File: config.mk
export PLATFORM = sky130hd
export DESIGN_NAME = alu_addsub_seq
export DESIGN_NICKNAME = d
export VERILOG_FILES = /design/src/rtl/alu_addsub_seq.sv
export SDC_FILE = /design/constraint.sdc
export NUM_CORES = 1
export LEC_CHECK = 0
export BUFFER_PORTS_ARGS = -buffer_cell sky130_fd_sc_hd__buf_2
export CORE_AREA = 4 4 125 127
export DETAILED_ROUTE_END_ITERATION = 6
export DIE_AREA = 0 0 129 131
export PLACE_DENSITY = 0.92
export SLEW_MARGIN = 10
export SYNTH_ARGS = -nofsm -noshare
export SYNTH_HDL_FRONTEND = slang
export SYNTH_SLANG_ARGS = --single-unit
File: constraint.sdc
create_clock -name clk_in -period 5.8 [get_ports clk_in]
set_input_delay 0.29 -clock clk_in [delete_from_list [all_inputs] [get_ports clk_in]]
set_output_delay 0.29 -clock clk_in [all_outputs]
set_load 0.05 [all_outputs]
File: src/rtl/alu_addsub_seq.sv
// -----------------------------------------------------------------------------
// alu_addsub_seq
//
// Sequential add/sub/logic unit. Add and subtract are carried out CHUNK bits
// per clock, least-significant chunk first, with the carry held in a register
// between chunks, so a WIDTH-bit add costs WIDTH/CHUNK cycles but only needs a
// CHUNK-bit adder. Bitwise ops (and/or/xor) finish on the first CALC cycle.
//
// Operands and opcode are captured on the accepting edge; the input pins are
// don't-care after that. All result flags are written together on entry to
// DONE, so partial chunk sums never reach the outputs.
//
// Optional feature (compile-time macro):
//   ALU_ADDSUB_SAT_EN - add/sub results that overflow as signed values are
//                       clamped to the most positive / most negative value.
//                       Without it the wrapped WIDTH-bit result is returned.
//
// Parameters:
//   WIDTH  operand/result width, multiple of CHUNK, at least 8
//   CHUNK  bits handled per add/sub iteration (at least 2)
//
// Ports:
//   clk_in    clock, rising edge
//   rst_in    synchronous active-high reset
//   start_in  request, honoured only in IDLE or DONE
//   op_in     000 add, 001 sub, 010 and, 011 or, 100 xor, others add
//   A_in      operand A
//   B_in      operand B
//   S_out     result, held until the next result is written
//   C_out     carry out of MSB (sub: 1 = no borrow), 0 for logic ops
//   uerr_out  unsigned error (C_out xor sub), 0 for logic ops
//   ovf_out   signed overflow, 0 for logic ops
//   zero_out  S_out == 0
//   busy_out  high while calculating
//   done_out  one-cycle pulse while in DONE
// -----------------------------------------------------------------------------
module alu_addsub_seq #(
    parameter int unsigned WIDTH = 32,
    parameter int unsigned CHUNK = 8
) (
    input  logic             clk_in,
    input  logic             rst_in,
    input  logic             start_in,
    input  logic [2:0]       op_in,
    input  logic [WIDTH-1:0] A_in,
    input  logic [WIDTH-1:0] B_in,
    output logic [WIDTH-1:0] S_out,
    output logic             C_out,
    output logic             uerr_out,
    output logic             ovf_out,
    output logic             zero_out,
    output logic             busy_out,
    output logic             done_out
);

    localparam int unsigned N  = WIDTH / CHUNK;
    localparam int unsigned CW = (N > 1) ? $clog2(N) : 1;
    localparam logic [CW-1:0] LAST_CHUNK = CW'(N - 1);

    localparam logic [2:0] OP_SUB = 3'b001;
    localparam logic [2:0] OP_AND = 3'b010;
    localparam logic [2:0] OP_OR  = 3'b011;
    localparam logic [2:0] OP_XOR = 3'b100;

    typedef enum logic [1:0] {
        StIdle,
        StCalc,
        StDone
    } state_t;

    state_t state_q;

    logic [WIDTH-1:0] a_q;
    logic [WIDTH-1:0] b_q;      // already inverted for subtract
    logic [2:0]       op_q;
    logic             carry_q;
    logic [CW-1:0]    cnt_q;
    logic [WIDTH-1:0] acc_q;    // low chunks of the sum built so far

    // Decode of the incoming request
    logic start_sub;

    // Decode of the captured opcode
    logic is_sub;
    logic is_logic;

    // Current chunk datapath
    logic [CHUNK-1:0] a_chunk;
    logic [CHUNK-1:0] b_chunk;
    logic [CHUNK:0]   chunk_sum;
    logic             msb_cin;
    logic             arith_ovf;
    logic [WIDTH-1:0] arith_word;
    logic [WIDTH-1:0] final_arith;
    logic [WIDTH-1:0] logic_word;
    logic             last_step;

    // Values written to the outputs on entry to DONE
    logic [WIDTH-1:0] res_word;
    logic             res_c;
    logic             res_uerr;
    logic             res_ovf;

    always_comb begin
        start_sub = (op_in == OP_SUB);
        is_sub    = (op_q == OP_SUB);
        is_logic  = (op_q == OP_AND) || (op_q == OP_OR) || (op_q == OP_XOR);

        a_chunk   = a_q[cnt_q*CHUNK +: CHUNK];
        b_chunk   = b_q[cnt_q*CHUNK +: CHUNK];
        chunk_sum = {1'b0, a_chunk} + {1'b0, b_chunk} + {{CHUNK{1'b0}}, carry_q};

        // sum bit = a ^ b ^ cin, so the carry into the top bit falls out of the
        // sum without a second adder. Only meaningful on the last chunk.
        msb_cin   = chunk_sum[CHUNK-1] ^ a_chunk[CHUNK-1] ^ b_chunk[CHUNK-1];
        arith_ovf = msb_cin ^ chunk_sum[CHUNK];

        arith_word = acc_q;
        arith_word[cnt_q*CHUNK +: CHUNK] = chunk_sum[CHUNK-1:0];

`ifdef ALU_ADDSUB_SAT_EN
        // Wrapped sign 1 means the true result was too positive, and vice versa
        if (arith_ovf) begin
            if (arith_word[WIDTH-1]) begin
                final_arith = {1'b0, {(WIDTH-1){1'b1}}};
            end else begin
                final_arith = {1'b1, {(WIDTH-1){1'b0}}};
            end
        end else begin
            final_arith = arith_word;
        end
`else
        final_arith = arith_word;
`endif

        unique case (op_q)
            OP_AND:  logic_word = a_q & b_q;
            OP_OR:   logic_word = a_q | b_q;
            OP_XOR:  logic_word = a_q ^ b_q;
            default: logic_word = '0;
        endcase

        last_step = is_logic || (cnt_q == LAST_CHUNK);

        if (is_logic) begin
            res_word = logic_word;
            res_c    = 1'b0;
            res_uerr = 1'b0;
            res_ovf  = 1'b0;
        end else begin
            res_word = final_arith;
            res_c    = chunk_sum[CHUNK];
            res_uerr = chunk_sum[CHUNK] ^ is_sub;
            res_ovf  = arith_ovf;
        end
    end

    always_ff @(posedge clk_in) begin
        if (rst_in) begin
            state_q  <= StIdle;
            a_q      <= '0;
            b_q      <= '0;
            op_q     <= '0;
            carry_q  <= 1'b0;
            cnt_q    <= '0;
            acc_q    <= '0;
            S_out    <= '0;
            C_out    <= 1'b0;
            uerr_out <= 1'b0;
            ovf_out  <= 1'b0;
            zero_out <= 1'b1;
            busy_out <= 1'b0;
            done_out <= 1'b0;
        end else begin
            unique case (state_q)
                StIdle, StDone: begin
                    done_out <= 1'b0;
                    if (start_in) begin
                        state_q  <= StCalc;
                        busy_out <= 1'b1;
                        a_q      <= A_in;
                        b_q      <= B_in ^ {WIDTH{start_sub}};
                        op_q     <= op_in;
                        carry_q  <= start_sub;   // +1 completes two's complement
                        cnt_q    <= '0;
                        acc_q    <= '0;
                    end else begin
                        state_q  <= StIdle;
                        busy_out <= 1'b0;
                    end
                end
                StCalc: begin
                    if (last_step) begin
                        state_q  <= StDone;
                        busy_out <= 1'b0;
                        done_out <= 1'b1;
                        S_out    <= res_word;
                        C_out    <= res_c;
                        uerr_out <= res_uerr;
                        ovf_out  <= res_ovf;
                        zero_out <= (res_word == '0);
                    end else begin
                        acc_q   <= arith_word;
                        carry_q <= chunk_sum[CHUNK];
                        cnt_q   <= cnt_q + CW'(1);
                    end
                end
                default: begin
                    state_q  <= StIdle;
                    busy_out <= 1'b0;
                    done_out <= 1'b0;
                end
            endcase
        end
    end

endmodule

==> impl_metrics.yaml, run 1 <==
synth:
  synth_edf_count: 0
  yosysTopAreaCellShare_pct: 33.2
  synth_top_area_cell: "dfxtp_1"
  synthCells: 1037
  syn_area_per_cell_um2: 8.21
  ys_ff_latch: 141
  yosysWarnings: 0
  async_flop_share_pct: 0
  synth_flop_cell: "dfxtp_1"
  synthDistinctLibCells: 66
  netlist_area_mm2: 0.00851
  synth-seq-area-share_pct: 33.2
  syn_nets: 1186
  synth.area.top_cells: "dfxtp_1 33%, ha_1 11%, nand2_1 6.0%"
setup_path:
  path_cells: "mux4_2 > ha_1 > a21o_1 > a2111oi_2 > a21oi_1 > xor2_1 > xnor2_1 > xnor2_1 > a22oi_1 > nor2_1"
  critPathBufInv: 0
  end_kind: "flip-flop"
  crit_top_cell: "xnor2_1"
  cp.required_ps: 6080
  start_kind: "flip-flop"
  crit_fanout: 21
  rr_startpoint: "cnt_q[1]"
  critical-path-top-delay-family: "compound AO/OA/AOI/OAI gates"
  rrSetupSlack_ps: 1860
  arrival_ps: 4230
  r2r_cells: 10
  cp_slowest_stage_delay_ps: 960
  cp_slowest_cell: "dfxtp_1"
  critPathKind: "reg -> reg"
  rr_endpoint: "ovf_out"
power:
  seqPwrFrac_pct: 38.3
  p_leak_uw: 0.00390
  p_comb_share_pct: 20.7
  power_uw: 2830
  p_switching_uw: 895
  swShare_pct: 31.6
  p_int_uw: 1940
  peakVddDrop_mv: 0.217
  power.share.clock_pct: 41.0
  pwr_density_cell_mw_per_mm2: 292
placement:
  dp_hpwl_mm: 19.3
  place.gp.congestion: 0.999
  place_ws_ps: 1980
  dp.cells: 1271
  port_buffers: 107
sta:
  hold_viol: 0
  rsz0062_at_grt: "false"
  period_share_pct: 68.0
  fin_ws_ps: 1860
  fin_tns_setup_ps: 0
  fmax_mhz: 253
  slew_headroom_pct: 25.7
  skew_ps: 8.84
  worst_pin_slew_ps: 1100
  setup_viol: 0
  maxSlewViolCount: 0
  min_period_ps: 3940
layout:
  drive_gt1_share_pct: 17.0
  n_antenna_cell: 0
  stdcell_count: 1303
  multiInputGateArea_mm2: 0.00509
  area_growth_pct: 14.0
  nFillCells: 1137
  utilization_pct: 67.3
  final-seq-area_mm2: 0.00282
  fin_nets: 1255
route:
  vias: 8156
  ant_nets: 0
  drc: 2
  dr.pass1.iters: 7
  drt_wl_total_mm: 27.2
  drt_iter0_drc: 1296
  viasPerCell: 6.26
  wl_per_cell_um: 20.9
die:
  core_area_mm2: 0.0144
  start_util_pct: 59.0
  io_pins: 108
  rows: 44
  die_h_um: 131
  die_w_um: 129
  die_area_mm2: 0.0169
clock_tree:
  cts_sinks: 141
  ctsHoldBuffers: 0
  htreeDepth: 4
  clk_latency_ps: 440
  clock_path_buffers: 2
  cts_buffers: 17
  clkTransAtPathRegs_ps: 60
  post-cts-setup-buffer-count: 0
  cts_tree: "built"
  cts-root-buf: "clkbuf_16"
  cts_resized: 0
global_routing:
  grt_overflow: 0
  track_usage_pct: 32.3
  grt_pass1_vias: 7799
  grt_max_degree: 105
  antenna_found_initial: 1
  grt_first_pass_wirelength_mm: 41.9
flow_run:
  cap_viol_max_count: 0
hold_path:
  hold_depth: 3
  min_path_type: "in -> reg"
  hold_end: "a_q[23]"
  worstHoldStart: "A_in[23]"
run_status:
  violations: "design-rule violations"
  status: "finished with violations"
## cell type report
cell class	instances	share of cell area, %
sequential	141	29.1
multi-input combinational	744	52.4
tap	184	2.37
timing repair buffer	118	6.39
inverter	84	3.25
clock buffer	21	4.85
clock inverter	11	1.61
## power groups by stage
stage	Combinational, µW	Sequential, µW	Clock, µW
2_1_floorplan	393	1100	0
3_3_place_gp	547	1100	0
3_5_place_dp	560	1100	0
4_1_cts	571	1080	1160
5_1_grt	634	1090	1200
6_report	586	1090	1160
## routing by layer
metal | GRT usage [%] | up-vias | wire length, µm
met5 | 0 | - | 14
met4 | 20.4 | 2 | 1840
met3 | 8.01 | 126 | 2820
met2 | 51.0 | 533 | 12400
met1 | 39.5 | 3765 | 10100
li1 | - | 3730 | -
## stage by stage
stage | cell area, µm² | hold WS, ps
finish | 9710 | 89.7
global route | 9710 | 105
CTS | 9710 | 89.6
detailed placement | 9080 | 446
global placement | 9080 | 441
floorplan | 8510 | 426
## registers in the layout, summed over array words and instances, names as in the netlist, 2 cells and up
| register | count |
|---|---|
| acc_q | 32 |
| cnt_q | 2 |
| S_out | 32 |
| a_q | 32 |
| op_q | 3 |
| b_q | 32 |
| state_q | 2 |
## worst max path at each step
stage                     cells after the start       end  startpoint
after floorplan                              12  zero_out    cnt_q[0]
final                                        10   ovf_out    cnt_q[1]
after global placement                       12  zero_out    cnt_q[1]
after global routing                         10   ovf_out    cnt_q[1]
after CTS                                    10   ovf_out    cnt_q[1]
after detailed placement                     12  zero_out    cnt_q[1]
## Yosys cell counts, types with 11 or more instances
cell and n:
nor2_1 134, xnor2_1 38, a21oi_1 96, nand2_1 136
inv_1 84, ha_1 77, a211oi_1 48, clkbuf_1 47
o21ai_0 24, buf_2 11, mux4_2 16, a22oi_1 34
dfxtp_1 141
## worst min-delay path: cells and delay by family
family | cells | cell delay, ps
AND/OR/NAND/NOR | 1 | 40
AO/OA/AOI/OAI | 1 | 50
buffers and inverters | 1 | 90
## kinds of logic after synthesis
| family | after synthesis | synth area share, % |
|---|---|---|
| buf+inv | 152 | 7.28 |
| flops | 141 | 33.2 |
| mux | 26 | 5.42 |
| simple gates | 338 | 17.7 |
| xor+xnor | 40 | 4.12 |
| fa+ha+maj | 79 | 11.8 |
| compound gates | 261 | 20.6 |
## cells in the final DEF (no fill, tap or decap), drive strengths merged, types with 11 or more instances in the layout
cell type	instances
nor3	11
nor2	134
ha	77
clkbuf	21
dfxtp	141
a21oi	96
xnor2	38
o21ai	27
nand2	137
inv	86
a211oi	52
a22oi	34
buf	118
mux4	16
No activity file was read; power rests on OpenSTA's default activity.
==> run 2, diff against run 1 <==
--- a/config.mk
+++ b/config.mk
@@ -6,10 +6,10 @@
 export NUM_CORES = 1
 export LEC_CHECK = 0
 export BUFFER_PORTS_ARGS = -buffer_cell sky130_fd_sc_hd__buf_2
-export CORE_AREA = 4 4 125 127
+export CORE_AREA = 4 4 132 134
 export DETAILED_ROUTE_END_ITERATION = 6
-export DIE_AREA = 0 0 129 131
-export PLACE_DENSITY = 0.92
+export DIE_AREA = 0 0 136 138
+export PLACE_DENSITY = 0.87
 export SLEW_MARGIN = 10
 export SYNTH_ARGS = -nofsm -noshare
 export SYNTH_HDL_FRONTEND = slang
==> constraint.sdc (replaced) <==
create_clock -name clk_in -period 3.5 [get_ports clk_in]
set_input_delay 0.175 -clock clk_in [delete_from_list [all_inputs] [get_ports clk_in]]
set_output_delay 0.175 -clock clk_in [all_outputs]
set_load 0.05 [all_outputs]
==> impl_metrics.yaml, run 2 (synthesis gave the netlist of run 1 again) <==
die:
  die_area_mm2: 0.0188
  core_area_mm2: 0.0163
  die_h_um: 138
  io_pins: 108
  rows: 47
  start_util_pct: 52.3
  die_w_um: 136
setup_path:
  crit_fanout: 13
  start_kind: "flip-flop"
  cp_slowest_cell: "o2bb2ai_1"
  cp_slowest_stage_delay_ps: 530
  crit_top_cell: "buf_4"
  cp.required_ps: 3820
  end_kind: "flip-flop"
  path_cells: "buf_6 > buf_4 > inv_1 > ha_1 > buf_4 > nand4bb_1 > o2bb2ai_1 > mux2i_1 > mux2_2 > o21ai_0 > a2111oi_4 > nand4_1 > o21ai_1"
  arrival_ps: 3720
  critPathKind: "reg -> reg"
power:
  power.share.clock_pct: 40.8
  p_int_uw: 3350
  power_uw: 4910
  p_comb_share_pct: 22.7
  seqPwrFrac_pct: 36.5
  swShare_pct: 31.8
  p_switching_uw: 1560
  peakVddDrop_mv: 0.360
  pwr_density_cell_mw_per_mm2: 472
  p_leak_uw: 0.00425
sta:
  rsz0062_at_grt: "false"
  period_share_pct: 97.2
  min_period_ps: 3400
  hold_viol: 2
  setup_viol: 0
  maxSlewViolCount: 0
  slew_headroom_pct: 36.5
  worst_pin_slew_ps: 940
  whs_ps: -2.17
  fmax_mhz: 294
  skew_ps: 8.72
  fin_tns_setup_ps: 0
clock_tree:
  clkTransAtPathRegs_ps: 70
  clock_path_buffers: 2
  cts_buffers: 17
  clk_latency_ps: 430
  cts_sinks: 141
  cts-root-buf: "clkbuf_16"
  cts_tree: "built"
  htreeDepth: 4
global_routing:
  antenna_found_initial: 0
  grt_first_pass_wirelength_mm: 44.1
  grt_max_degree: 100
  grt_overflow: 0
  grt_pass1_vias: 8201
  track_usage_pct: 30.0
layout:
  n_antenna_cell: 0
  fin_nets: 1320
  area_growth_pct: 22.4
  layout_commonest_cell: "dfxtp_1"
  layout_common_cells: "139 x dfxtp_1, 136 x nand2_1, 133 x nor2_1"
  drive_gt1_share_pct: 20.8
run_status:
  violations: "negative hold slack"
  status: "finished with violations"
hold_path:
  min_path_type: "in -> reg"
placement:
  dp_hpwl_mm: 20.0
  port_buffers: 107
  place.gp.congestion: 1.07
route:
  vias: 8323
  drt_wl_total_mm: 27.8
  drt_iter0_drc: 1007
  wl_per_cell_um: 19.8
  dr.pass1.iters: 6
  viasPerCell: 5.93
  ant_nets: 0
  drc: 0
flow_run:
  cap_viol_max_count: 0
run 2: power groups by stage:
| stage | sequential [µW] | clock, µW | combinational [µW] |
|---|---|---|---|
| after floorplan | 1820 | 0 | 653 |
| after global placement | 1820 | 0 | 1000 |
| after detailed placement | 1820 | 0 | 1020 |
| after CTS | 1790 | 2010 | 1060 |
| after global routing | 1800 | 2070 | 1210 |
| final | 1790 | 2000 | 1120 |
run 2: final timing paths:
path                 start       end  slack, ps  cells after the start
hold / removal    A_in[12]   a_q[12]         -2                      3
setup reg to reg  cnt_q[0]  zero_out        100                     13
setup / recovery  cnt_q[0]  zero_out        100                     13
hold reg to reg   done_out  done_out        450                      2
run 2: repair_timing:
action	in CTS	in global routing
setup endpoints to repair	1	9
setup buffers	0	3
hold buffers	22	0
pin swaps	0	6
hold endpoints to repair	22	0
resized for setup	1	13
run 2: layout make-up:
class | count | area (µm²)
sequential | 141 | 2830
fill | 1317 | 5870
tap | 220 | 275
timing repair buffer | 183 | 1190
clock inverter | 14 | 205
clock buffer | 18 | 439
multi-input combinational | 744 | 5160
inverter | 84 | 315
run 2: layer usage:
metal | track usage, % | vias to the layer above | wire length (µm)
li1 | - | 3867 | -
met1 | 37.4 | 3877 | 11000
met2 | 47.0 | 453 | 12500
met3 | 7.27 | 126 | 2390
met4 | 17.6 | 0 | 1910
met5 | 0 | - | 0
run 2: metrics by stage:
stage	setup WS (ps)	cells	area (µm²)	utilization, %
final	97.8	1404	10400	63.9
after global routing	6.29	1404	10400	63.9
after CTS	16.5	1401	10300	63.3
after detailed placement	4.22	1347	9450	58.0
after global placement	84.7	1347	9450	58.0
after floorplan	39.1	1037	8520	-
run 2: critical path: cells and delay by family (launching register included):
family,cells,cell delay (ps)
buffers and inverters,4,660
muxes,2,510
AOI/OAI and AO/OA,4,800
DFF,1,390
adders and majority gates,1,380
and+or+nand+nor,2,530
